<file path="config.mk">
export PLATFORM = sky130hd
export DESIGN_NAME = pciecfg_rx
export DESIGN_NICKNAME = d
export VERILOG_FILES = /design/src/rtl/pciecfg_pkg.sv /design/src/rtl/pciecfg_rx_stats.sv /design/src/rtl/pciecfg_rx.sv
export SDC_FILE = /design/constraint.sdc
export NUM_CORES = 1
export LEC_CHECK = 0
export ABC_CLOCK_PERIOD_IN_PS = 1800
export CAP_MARGIN = 20
export CORE_MARGIN = 4
export CORE_UTILIZATION = 45
export CTS_BUF_LIST = sky130_fd_sc_hd__clkbuf_8
export DETAILED_ROUTE_END_ITERATION = 16
export PLACE_DENSITY_LB_ADDON = 0.12
export SYNTH_ARGS = -nofsm -noshare
export SYNTH_HDL_FRONTEND = slang
export SYNTH_SLANG_ARGS = --single-unit
</file>
<file path="constraint.sdc">
create_clock -name clk -period 1.8 [get_ports clk]
set_input_delay 0.36 -clock clk [delete_from_list [all_inputs] [get_ports clk]]
set_output_delay 0.36 -clock clk [all_outputs]
set_load 0.02 [all_outputs]
</file>
<file path="src/rtl/pciecfg_pkg.sv">
// Shared types and constants for the PCIe configuration-access ingress path:
// the FIFO entry layout, wire-format constants and the parser state enum.
package pciecfg_pkg;

  localparam logic [15:0] PCIECFG_UDP_PORT = 16'h3000;
  localparam logic [15:0] ETHERTYPE_IPV4   = 16'h0800;
  localparam logic [7:0]  IPV4_VER_IHL     = 8'h45;
  localparam logic [7:0]  IP_PROTO_UDP     = 8'h11;
  localparam logic [7:0]  PCIECFG_OP_RD    = 8'h00;
  localparam logic [7:0]  PCIECFG_OP_WR    = 8'h01;

  typedef struct packed {
    logic        is_write;
    logic [3:0]  be;
    logic [9:0]  pos;
    logic [31:0] data;
    logic [31:0] src_ip;
    logic [15:0] src_port;
  } FIFO_PCIECFG_T;

  typedef enum logic [1:0] {
    ST_IDLE,
    ST_HDR,
    ST_PAY,
    ST_DISCARD
  } pciecfg_rx_state_e;

  // Byte idx of a beat; byte 0 is the first on the wire.
  function automatic logic [7:0] byte_at(input logic [63:0] d, input logic [2:0] idx);
    return d[{idx, 3'b000} +: 8];
  endfunction

endpackage

</file>
<file path="src/rtl/pciecfg_rx_stats.sv">
// Frame statistics for pciecfg_rx. Counters exist only when PCIECFG_RX_STATS_EN
// is defined; otherwise every output reads 0.
module pciecfg_rx_stats (
  input  logic        clk,
  input  logic        rst,
  input  logic        inc_accept,
  input  logic        inc_drop_full,
  input  logic        inc_drop_bad,
  output logic [31:0] stat_accept,
  output logic [31:0] stat_drop_full,
  output logic [31:0] stat_drop_bad
);

`ifdef PCIECFG_RX_STATS_EN
  logic [31:0] accept_q, accept_d;
  logic [31:0] drop_full_q, drop_full_d;
  logic [31:0] drop_bad_q, drop_bad_d;

  // Plain wrapping counters.
  always_comb begin
    accept_d    = accept_q + 32'(inc_accept);
    drop_full_d = drop_full_q + 32'(inc_drop_full);
    drop_bad_d  = drop_bad_q + 32'(inc_drop_bad);
  end

  always_ff @(posedge clk) begin
    if (rst) begin
      accept_q    <= '0;
      drop_full_q <= '0;
      drop_bad_q  <= '0;
    end else begin
      accept_q    <= accept_d;
      drop_full_q <= drop_full_d;
      drop_bad_q  <= drop_bad_d;
    end
  end

  assign stat_accept    = accept_q;
  assign stat_drop_full = drop_full_q;
  assign stat_drop_bad  = drop_bad_q;
`else
  logic unused_stats;
  assign unused_stats   = ^{clk, rst, inc_accept, inc_drop_full, inc_drop_bad};
  assign stat_accept    = '0;
  assign stat_drop_full = '0;
  assign stat_drop_bad  = '0;
`endif

endmodule

</file>
<file path="src/rtl/pciecfg_rx.sv">
// Ethernet/IPv4/UDP ingress parser that turns configuration-port frames into
// pciecfg FIFO entries. Statistics counters depend on PCIECFG_RX_STATS_EN.
module pciecfg_rx
  import pciecfg_pkg::*;
(
  input  logic              clk,
  input  logic              rst,
  input  logic [31:0]       local_ip,
  input  logic              s_axis_tvalid,
  output logic              s_axis_tready,
  input  logic [63:0]       s_axis_tdata,
  input  logic [7:0]        s_axis_tkeep,
  input  logic              s_axis_tlast,
  output logic              fifo_pciecfg_i_wr_en,
  input  logic              fifo_pciecfg_i_full,
  output FIFO_PCIECFG_T     fifo_pciecfg_i_din,
  output logic [31:0]       stat_accept,
  output logic [31:0]       stat_drop_full,
  output logic [31:0]       stat_drop_bad,
  output pciecfg_rx_state_e dbg_state
);

  // Stream handshake: a beat transfers on every cycle with tvalid=1, since
  // tready is tied high; tvalid=0 cycles leave all parser state untouched.
  assign s_axis_tready = 1'b1;

  pciecfg_rx_state_e state_q, state_d;
  logic [2:0]        beat_q, beat_d;
  logic [31:0]       src_ip_q, src_ip_d;
  logic [15:0]       src_port_q, src_port_d;
  logic              is_write_q, is_write_d;
  logic [3:0]        be_q, be_d;
  logic [9:0]        pos_q, pos_d;
  logic [15:0]       data_hi_q, data_hi_d;
  logic              wr_en_q, wr_en_d;
  FIFO_PCIECFG_T     din_q, din_d;

  logic          hdr_match;
  logic          pay_ok;
  logic          inc_accept, inc_drop_full, inc_drop_bad;
  FIFO_PCIECFG_T entry;

  logic unused_keep;
  assign unused_keep = ^s_axis_tkeep[7:2];

  // Header field check for the beat currently on the bus.
  always_comb begin
    hdr_match = 1'b1;
    case (beat_q)
      3'd1: hdr_match = ({byte_at(s_axis_tdata, 3'd4), byte_at(s_axis_tdata, 3'd5)} == ETHERTYPE_IPV4)
                     && (byte_at(s_axis_tdata, 3'd6) == IPV4_VER_IHL);
      3'd2: hdr_match = (byte_at(s_axis_tdata, 3'd7) == IP_PROTO_UDP);
      3'd3: hdr_match = ({byte_at(s_axis_tdata, 3'd6), byte_at(s_axis_tdata, 3'd7)} == local_ip[31:16]);
      3'd4: hdr_match = ({byte_at(s_axis_tdata, 3'd0), byte_at(s_axis_tdata, 3'd1)} == local_ip[15:0])
                     && ({byte_at(s_axis_tdata, 3'd4), byte_at(s_axis_tdata, 3'd5)} == PCIECFG_UDP_PORT);
      default: hdr_match = 1'b1;
    endcase
  end

  // Opcode and address-range check, meaningful on beat 5.
  assign pay_ok = ((byte_at(s_axis_tdata, 3'd2) == PCIECFG_OP_RD) ||
                   (byte_at(s_axis_tdata, 3'd2) == PCIECFG_OP_WR))
                && (byte_at(s_axis_tdata, 3'd4)[7:4] == 4'h0);

  always_comb begin
    entry          = '0;
    entry.is_write = is_write_q;
    entry.be       = be_q;
    entry.pos      = pos_q;
    entry.data     = is_write_q ? {data_hi_q, byte_at(s_axis_tdata, 3'd0), byte_at(s_axis_tdata, 3'd1)}
                                : 32'h0;
    entry.src_ip   = src_ip_q;
    entry.src_port = src_port_q;
  end

  always_comb begin
    state_d       = state_q;
    beat_d        = beat_q;
    src_ip_d      = src_ip_q;
    src_port_d    = src_port_q;
    is_write_d    = is_write_q;
    be_d          = be_q;
    pos_d         = pos_q;
    data_hi_d     = data_hi_q;
    wr_en_d       = 1'b0;
    din_d         = din_q;
    inc_accept    = 1'b0;
    inc_drop_full = 1'b0;
    inc_drop_bad  = 1'b0;

    if (s_axis_tvalid) begin
      if (s_axis_tlast)         beat_d = 3'd0;
      else if (beat_q != 3'd7)  beat_d = beat_q + 3'd1;

      case (state_q)
        ST_IDLE: begin
          if (!s_axis_tlast) state_d = ST_HDR;
        end
        ST_HDR: begin
          case (beat_q)
            3'd3: src_ip_d = {byte_at(s_axis_tdata, 3'd2), byte_at(s_axis_tdata, 3'd3),
                              byte_at(s_axis_tdata, 3'd4), byte_at(s_axis_tdata, 3'd5)};
            3'd4: src_port_d = {byte_at(s_axis_tdata, 3'd2), byte_at(s_axis_tdata, 3'd3)};
            3'd5: begin
              is_write_d = (byte_at(s_axis_tdata, 3'd2) == PCIECFG_OP_WR);
              be_d       = byte_at(s_axis_tdata, 3'd3)[3:0];
              pos_d      = {byte_at(s_axis_tdata, 3'd4)[3:0], byte_at(s_axis_tdata, 3'd5)[7:2]};
              data_hi_d  = {byte_at(s_axis_tdata, 3'd6), byte_at(s_axis_tdata, 3'd7)};
            end
            default: ;
          endcase

          // Header mismatches are silent; once the port has matched on
          // beat 4, any later problem is a malformed request.
          if (!hdr_match) begin
            state_d = s_axis_tlast ? ST_IDLE : ST_DISCARD;
          end else if (beat_q == 3'd5) begin
            if (!pay_ok || s_axis_tlast) begin
              inc_drop_bad = 1'b1;
              state_d      = s_axis_tlast ? ST_IDLE : ST_DISCARD;
            end else begin
              state_d = ST_PAY;
            end
          end else if (s_axis_tlast) begin
            inc_drop_bad = (beat_q == 3'd4);
            state_d      = ST_IDLE;
          end
        end
        ST_PAY: begin
          if (s_axis_tkeep[1:0] != 2'b11) begin
            inc_drop_bad = 1'b1;
          end else if (fifo_pciecfg_i_full) begin
            inc_drop_full = 1'b1;
          end else begin
            wr_en_d    = 1'b1;
            din_d      = entry;
            inc_accept = 1'b1;
          end
          state_d = s_axis_tlast ? ST_IDLE : ST_DISCARD;
        end
        ST_DISCARD: begin
          if (s_axis_tlast) state_d = ST_IDLE;
        end
        default: state_d = ST_IDLE;
      endcase
    end
  end

  always_ff @(posedge clk) begin
    if (rst) begin
      state_q    <= ST_IDLE;
      beat_q     <= 3'd0;
      src_ip_q   <= '0;
      src_port_q <= '0;
      is_write_q <= 1'b0;
      be_q       <= '0;
      pos_q      <= '0;
      data_hi_q  <= '0;
      wr_en_q    <= 1'b0;
      din_q      <= '0;
    end else begin
      state_q    <= state_d;
      beat_q     <= beat_d;
      src_ip_q   <= src_ip_d;
      src_port_q <= src_port_d;
      is_write_q <= is_write_d;
      be_q       <= be_d;
      pos_q      <= pos_d;
      data_hi_q  <= data_hi_d;
      wr_en_q    <= wr_en_d;
      din_q      <= din_d;
    end
  end

  assign fifo_pciecfg_i_wr_en = wr_en_q;
  assign fifo_pciecfg_i_din   = din_q;
  assign dbg_state            = state_q;

  pciecfg_rx_stats u_stats (
    .clk            (clk),
    .rst            (rst),
    .inc_accept     (inc_accept),
    .inc_drop_full  (inc_drop_full),
    .inc_drop_bad   (inc_drop_bad),
    .stat_accept    (stat_accept),
    .stat_drop_full (stat_drop_full),
    .stat_drop_bad  (stat_drop_bad)
  );

endmodule

</file>
Word level (Yosys, flattened, before mapping)
Index checks and enable logic that the tools add are counted.
{"block": "totals", "register_bits": 180, "output_inout_bits": 195, "wordCells": 67}
{"block": "classes", "n_addsub": 1, "eq_ne": 18, "mux": 12, "n_bitwise": 4, "n_reduce_logical": 17}
{"op": "16-bit equality test", "count": 2}
{"op": "32-bit 2-to-1 mux", "count": 1}
{"op": "16-bit by 12-bit equality test with 1-bit output (second input constant)", "count": 1}
{"op": "16-bit by 14-bit equality test with 1-bit output (second input constant)", "count": 1}
{"op": "2-bit 2-to-1 mux", "count": 6}
{"op": "3-bit AND reduction", "count": 3}
{"op": "8-bit by 1-bit equality test with 1-bit output (second input constant)", "count": 1}
{"op": "8-bit by 5-bit equality test with 1-bit output (second input constant)", "count": 1}
{"op": "8-bit by 7-bit equality test with 1-bit output (second input constant)", "count": 1}
{"op": "8-bit zero test", "count": 1}
{"op": "2-bit one-hot mux with 4 select lines", "count": 1}
{"op": "3-bit by 2-bit equality test with 1-bit output (second input constant)", "count": 2}
{"op": "3-bit equality test (second input constant)", "count": 2}
{"op": "3-bit 2-to-1 mux", "count": 2}
{"op": "2-bit equality test (second input constant)", "count": 2}
{"op": "4-bit zero test", "count": 1}
{"op": "2-bit != test (second input constant)", "count": 2}
{"op": "1-bit inverter", "count": 4}
{"op": "1-bit one-hot mux with 4 select lines", "count": 1}
{"op": "2-bit AND reduction", "count": 2}
{"op": "4-bit AND reduction", "count": 1}
{"op": "4-bit OR reduction", "count": 1}
{"op": "3-bit by 1-bit adder with 3-bit output (second input constant)", "count": 1}
{"op": "3-bit by 1-bit equality test with 1-bit output (second input constant)", "count": 1}
{"op": "8 further kinds", "count": 11}

Longest topological paths before layout
Gate-level depths: netlist (run 1).
{"block": "depth", "ltp_word": 9, "depth_mapped": 8, "ltp_nobuf": 7}

Hierarchy
From an unflattened synthesis (run 1), not the netlist that was laid out.
{"block": "hier_totals", "cells_unflattened": 1003, "area_unflattened_um2": 7835.0}
{"module": "pciecfg_rx", "instances": 1, "cells_per_inst": 906, "area_per_inst_um2": 7110.6}
{"module": "pciecfg_rx_stats", "instances": 1, "cells_per_inst": 97, "area_per_inst_um2": 724.4}

Least setup slack after synthesis (run 1)
Ideal clock, no wire load.
{"block": "synth_path", "path_type": "flip-flop to flip-flop", "from": "register state_q[0], in the netlist dbg_state[0]", "to": "register din_q (netlist bit fifo_pciecfg_i_din[76])", "t_arrival_ns": 1.479, "required_ns": 1.665, "slack_ns": 0.186, "stages_incl_launch_ff": 8, "n_path_buf": 3, "cell_sequence": "dfxtp_1 > buf_6 > nor4b_2 > nand3_1 > buf_2 > clkbuf_1 > nand2_1 > a21oi_1"}
{"block": "synth_via", "elab_chain_len": 2}
{"element": "start, declared", "line_no": "pciecfg_rx.sv:27", "source": "pciecfg_rx_state_e state_q, state_d;"}
{"element": "start signal, assigned", "line_no": "pciecfg_rx.sv:162", "source": "state_q <= state_d;"}
{"element": "2-bit equality test", "line_no": "pciecfg_rx.sv:95", "source": "case (state_q)"}
{"element": "4-bit AND reduction (no source line)"}
{"element": "end signal, assigned", "line_no": "pciecfg_rx.sv:171", "source": "din_q <= din_d;"}
{"element": "end, declared", "line_no": "pciecfg_rx.sv:36", "source": "FIFO_PCIECFG_T din_q, din_d;"}
No other way between the ends.
A chain may end at the register's enable or synchronous reset.

Worst setup path in the final report (run 1)
{"block": "layout_path", "from": "register wr_en_q, in the netlist fifo_pciecfg_i_wr_en", "to": "output fifo_pciecfg_i_wr_en"}
{"element": "start, declared", "line_no": "pciecfg_rx.sv:35", "source": "logic wr_en_q, wr_en_d;"}
{"element": "start signal, assigned", "line_no": "pciecfg_rx.sv:170", "source": "wr_en_q <= wr_en_d;"}
{"element": "end, declared", "line_no": "pciecfg_rx.sv:14", "source": "output logic fifo_pciecfg_i_wr_en,"}
No word-level cell between the ends.

==> flow_summary.ini, run 1 <==
[layout]
nNetsFinal = 1302
area_growth_pct = 32.7
num-fill-cells = 1571
insertedDiodeCount = 0
drive_gt1_share_pct = 9.83
final_cells = 1420

[floorplanning]
io_pins = 304
dieArea_mm2 = 0.0193
start_util_pct = 46.1
fp.coreArea_mm2 = 0.0167
fp.dieW_um = 139
die_y_um = 139
rows = 47

[grt]
grt.overflow.total = 0
grt_max_degree = 101
antenna_found_initial = 0
grt_pass1_wl_mm = 33.6
groute.usage.overall_pct = 21.3
first_global_vias = 6369

[job]
cap_viol_max_count = 0

[route]
drtPass1Iterations = 5
wl_mm = 21.3
num_vias = 6704
drc = 0
via_per_inst = 4.72
detail-route-antenna-nets = 0
routedWlPerCell_um = 15.0
drt_iter0_drc = 349

[sta]
fmax_ghz = 0.577
rsz0062_at_grt = yes
worst_pin_slew_ps = 506
setup_viol_count_final = 0
finalHoldViolations = 0
fin_skew_ps = 12.5
final-max-slew-violation-count = 0
period_share_pct = 96.4
fin_crit_ps = 1730
relSlewSlack_pct = 66.3

[power_and_ir_drop]
p_leak_uw = 0.00424
p_per_area_mw_per_mm2 = 733
power.total_uw = 7490
ir_drop_mv = 0.540

[setup_path]
cp-start-kind = flip-flop
critPathMaxStageDelay_ps = 600
arrival_ps = 1370
crit_path_end_kind = output port
critPathKind = reg -> out
critical-path-slowest-cell = clkdlybuf4s50_1
path_max_fanout = 1
required_ps = 1440
critPathBufInv = 1
cp_cell_sequence = clkdlybuf4s50_1
cp_top_family = buffers and inverters

[place]
dp_cells = 1388
place_congestion = 0.852
hpwlAfterDp_mm = 15.1
port_buffers = 200

[logic_synthesis]
ys.flop_type = dfxtp_1
synth_edf_count = 0
synth-seq-cells = 180
netlist_area_mm2 = 0.00770
yosys_warnings = 0
synthArstFlopShare_pct = 0
synth.avg_cell_area_um2 = 7.92
synth_top_area_share_pct = 46.8
ys_top_cells_by_area = dfxtp_1 47%, nand2_1 15%, a21oi_1 11%
yosys.cell_types.count = 39
synth_top_cell_by_area = dfxtp_1
yosysSeqAreaShare_pct = 46.8
synthCells = 972

[cts]
cts_root_buf = clkbuf_8
cts_tree = built
cts.reportedPaths.clkPinSlew_ps = 100
clkSinkCount = 180
cts_htree_levels = 4
cts_buffers = 17
cts_buffer_depth = 2
insertion_delay_ps = 470

[hold_path]
hold_class = in -> reg

[outcome]
status = finished, final reports clean
==> kinds of logic after synthesis <==
logic type / synth area share, %
xor gates and xnor gates: 3.64
AOI/OAI and AO/OA: 12.9
and+or+nand+nor: 21.5
other: 0.0975
adders and majority gates: 0.975
buffers and inverters: 14.1
DFF: 46.8
==> metal layers <==
| layer | part of all wire, % | up-vias | routed length [um] | GRT usage, % |
|---|---|---|---|---|
| li1 | - | 3414 | - | - |
| met1 | 45 | 3050 | 9610 | 29.1 |
| met2 | 48 | 222 | 10100 | 34.4 |
| met3 | 6.2 | 18 | 1320 | 4.55 |
| met4 | 1.2 | 0 | 248 | 5.97 |
| met5 | 0 | - | 0 | 0 |
==> cells in the mapped netlist (2+ instances only) <==
master,number
nor2_1,6
xor2_1,17
or3_1,2
conb_1,2
dfxtp_1,180
and3_1,2
buf_6,5
o21ai_0,2
nor4_1,10
a21oi_2,10
xnor2_1,15
buf_4,101
nand4_1,6
buf_2,11
or4_1,2
nor4b_1,3
inv_1,5
buf_1,2
nor3_1,6
nand2b_1,2
a21oi_1,169
nand3_1,39
clkbuf_1,40
nand2_1,315
ha_1,6
==> flip-flops by register name, indices dropped and copies added (netlist names) <==
register,flops
fifo_pciecfg_i_wr_en,1
fifo_pciecfg_i_din,95
pos_q,10
be_q,4
src_port_q,16
data_hi_q,16
beat_q,3
is_write_q,1
src_ip_q,32
dbg_state,2
==> metrics by stage <==
stage / utilization, % / instance area (um^2) / worst slack (ps) / hold slack (ps) / setup TNS [ps]
detailed placement: 59.1 / 9880 / -406 / 443 / -24710
global placement: 59.1 / 9880 / -380 / 438 / -22460
floorplan: - / 8060 / 186 / 432 / 0
CTS: 60.8 / 10200 / 0.181 / 233 / 0
global route: 61.2 / 10200 / -15.8 / 258 / -15.8
finish: 61.2 / 10200 / 65.5 / 253 / 0
==> path summary, 6_finish.rpt <==
check	to	slack [ps]	cells past startpoint	from
worst min-delay path	fifo_pciecfg_i_din[88]	250	2	rst
worst min register to register	fifo_pciecfg_i_din[20]	450	2	src_ip_q[4]
worst max-delay path	fifo_pciecfg_i_wr_en	70	1	fifo_pciecfg_i_wr_en
worst max register to register	dbg_state[0]	130	8	beat_q[0]
==> where the power goes <==
part / switching (uW) / internal [uW] / total, uW
Clock: 1610 / 1160 / 2760
Combinational: 418 / 316 / 734
Sequential: 7.00 / 3980 / 3990
Total: 2030 / 5460 / 7490
==> what timing repair did <==
item / 4_1_cts / 5_1_grt
setup endpoints to repair: 86 / 13
cloned: 0 / 0
setup buffers: 0 / 0
hold buffers: 0 / 0
pin swaps: 0 / 0
resized for setup: 87 / 19
==> layout make-up <==
class                           count  area, um^2  area share (%)
Timing Repair Buffer              262        2500            24.5
Tap cell                          220         275            2.69
Clock buffer                       17         234            2.29
Sequential cell                   180        3610            35.3
Inverter                            6        22.5           0.220
Multi-Input combinational cell    720        3420            33.5
Clock inverter                     15         156            1.53
==> cells in the final DEF, fill, tap and decap left out, types with 2 or more instances in the layout <==
master	n
xor2_1	17
buf_4	53
nor4b_2	2
inv_6	6
buf_12	9
inv_8	4
clkbuf_8	17
ha_1	5
conb_1	97
nor4b_1	2
nand4_1	6
nor3_1	5
xnor2_1	15
nor2_1	6
nand2_1	315
nand2b_1	2
o21ai_0	2
nor4_1	8
or4_1	2
nor4_2	2
a21oi_1	168
dfxtp_2	2
inv_1	5
or3_1	2
clkdlybuf4s50_1	102
dlymetal6s2s_1	11
clkinvlp_4	2
dfxtp_1	177
a21oi_2	11
dlygate4sd2_1	86
nand3_1	38
Power figures use the tool's default switching activity.
==> run 2, diff against run 1 <==
Settings changed: PLACE_DENSITY set to 0.84, PLACE_DENSITY_LB_ADDON 0.12 to not set, TNS_END_PERCENT set to 20.
==> run 2 against run 1 <==
Wire length rose by 2.8%. Non-clock buffer count rose by 11. Register-to-register slack got worse by 20 ps. Count of clock-buffer cells in the layout rose by 5. Hold slack got worse by 52 ps. Clock skew barely moved. Sequential power barely moved. Die area did not move. Largest cell class unchanged. Critical path depth did not move. Critical endpoint is now fifo_pciecfg_i_din[49].
==> flow_summary.ini, run 2 (same netlist as run 1, synthesis figures left out) <==
[floorplanning]
die_y_um = 139
start_util_pct = 46.1
fp.coreArea_mm2 = 0.0167
fp.dieW_um = 139
dieArea_mm2 = 0.0193
io_pins = 304
rows = 47

[setup_path]
critPathMaxStageDelay_ps = 610
critPathLaunch = fifo_pciecfg_i_din[49]
worstReg2RegEnd = dbg_state[0]
cp_top_family = buffers and inverters
critPathBufInv = 1
critical-path-slowest-cell = clkdlybuf4s50_1
path_depth = 1
critPathCapture = fifo_pciecfg_i_din[49]
cp-start-kind = flip-flop
r2r_slack_ps = 110
reg2reg_from = beat_q[0]
crit_path_end_kind = output port
r2r_cells = 8
path_max_fanout = 2
cp_cell_sequence = clkdlybuf4s50_1
critPathKind = reg -> out
required_ps = 1440
arrival_ps = 1390

[route]
drt_iter0_drc = 427
num_vias = 6984
drc = 0
wl_mm = 21.9
drtPass1Iterations = 5
via_per_inst = 4.88
detail-route-antenna-nets = 0
routedWlPerCell_um = 15.3

[cts]
cts_hold_buf = 0
cts_root_buf = clkbuf_8
cts_tree = built
insertion_delay_ps = 450
cts.reportedPaths.clkPinSlew_ps = 90
post-cts-setup-buffers = 0
cts_htree_levels = 4
cts_buffers = 17
cts_buffer_depth = 2
clkSinkCount = 180

[layout]
layout_commonest_cell = nand2_1
final_cells = 1430
largest_reg_flops = 95
area_growth_pct = 35.5
regArea_mm2 = 0.00361
insertedDiodeCount = 0
multi_input_area_mm2 = 0.00341
fin_util_pct = 62.5
nNetsFinal = 1313
num-fill-cells = 1467
layout_common_cells = 315 x nand2_1, 177 x dfxtp_1, 169 x a21oi_1, 110 x clkdlybuf4s50_1, 97 x conb_1
drive_gt1_share_pct = 10.4

[place]
hpwlAfterDp_mm = 16.1
port_buffers = 200
dp_slack_ps = -422
place_congestion = 0.925
dp_cells = 1399

[grt]
grt_max_degree = 126
groute.usage.overall_pct = 21.5
first_global_vias = 6568
grt.overflow.total = 0
antenna_found_initial = 0
grt_pass1_wl_mm = 33.7

[sta]
final-max-slew-violation-count = 0
fin_crit_ps = 1750
fin_skew_ps = 12.4
fin_ws_ps = 49.3
relSlewSlack_pct = 63.0
worst_pin_slew_ps = 555
fin_tns_setup_ps = 0
fmax_ghz = 0.571
rsz0062_at_grt = yes
whs_ps = 201
finalHoldViolations = 0
period_share_pct = 97.3
setup_viol_count_final = 0

[hold_path]
hold_class = in -> reg

[outcome]
status = finished, final reports clean

[power_and_ir_drop]
p_leak_uw = 0.00463
p_per_area_mw_per_mm2 = 720
ir_drop_mv = 0.430

[job]
cap_viol_max_count = 0
## run 2: through the flow
step                total power, uW  area [um^2]
floorplan                      4570         8060
global placement               4810         9980
detailed placement             4820         9980
CTS                            7560        10300
global route                   7800        10400
finish                         7520        10400
## run 2: routing by layer
| metal | track usage (%) | part of all wire, % | vias up | routed length (um) |
|---|---|---|---|---|
| met5 | 0 | 0 | - | 0 |
| met4 | 8.65 | 3.1 | 0 | 672 |
| met3 | 4.28 | 6.2 | 41 | 1350 |
| met2 | 36.4 | 50 | 255 | 10900 |
| met1 | 26.9 | 41 | 3264 | 8980 |
| li1 | - | - | 3424 | - |
## run 2: layout make-up
cell class | instances | share of cell area [%]
Clock buffer | 22 | 2.90
Clock inverter | 9 | 0.983
Inverter | 6 | 0.216
Multi-Input combinational cell | 720 | 32.7
Sequential cell | 180 | 34.6
Tap cell | 220 | 2.64
Timing Repair Buffer | 273 | 26.0
## run 2: worst min path at each step
stage	cells past startpoint	endpoint	slack [ps]	from
6_report	2	fifo_pciecfg_i_wr_en	200	rst
5_1_grt	2	fifo_pciecfg_i_din[75]	200	rst
4_1_cts	2	fifo_pciecfg_i_wr_en	180	rst
3_5_place_dp	2	fifo_pciecfg_i_din[53]	440	fifo_pciecfg_i_din[53]
3_3_place_gp	2	fifo_pciecfg_i_din[82]	440	pos_q[2]
2_1_floorplan	2	fifo_pciecfg_i_din[0]	430	src_port_q[0]
## run 2: power breakdown
part / internal, uW / switching (uW) / leakage [uW]
Sequential: 3980 / 7.64 / 0.00145
Clock: 1410 / 1380 / 0.000214
Combinational: 323 / 425 / 0.00296
## run 2: what timing repair did
| item | CTS | global route |
|---|---|---|
| cloned | 0 | 0 |
| gates resized for setup | 53 | 44 |
| endpoints found under the setup margin | 52 | 39 |
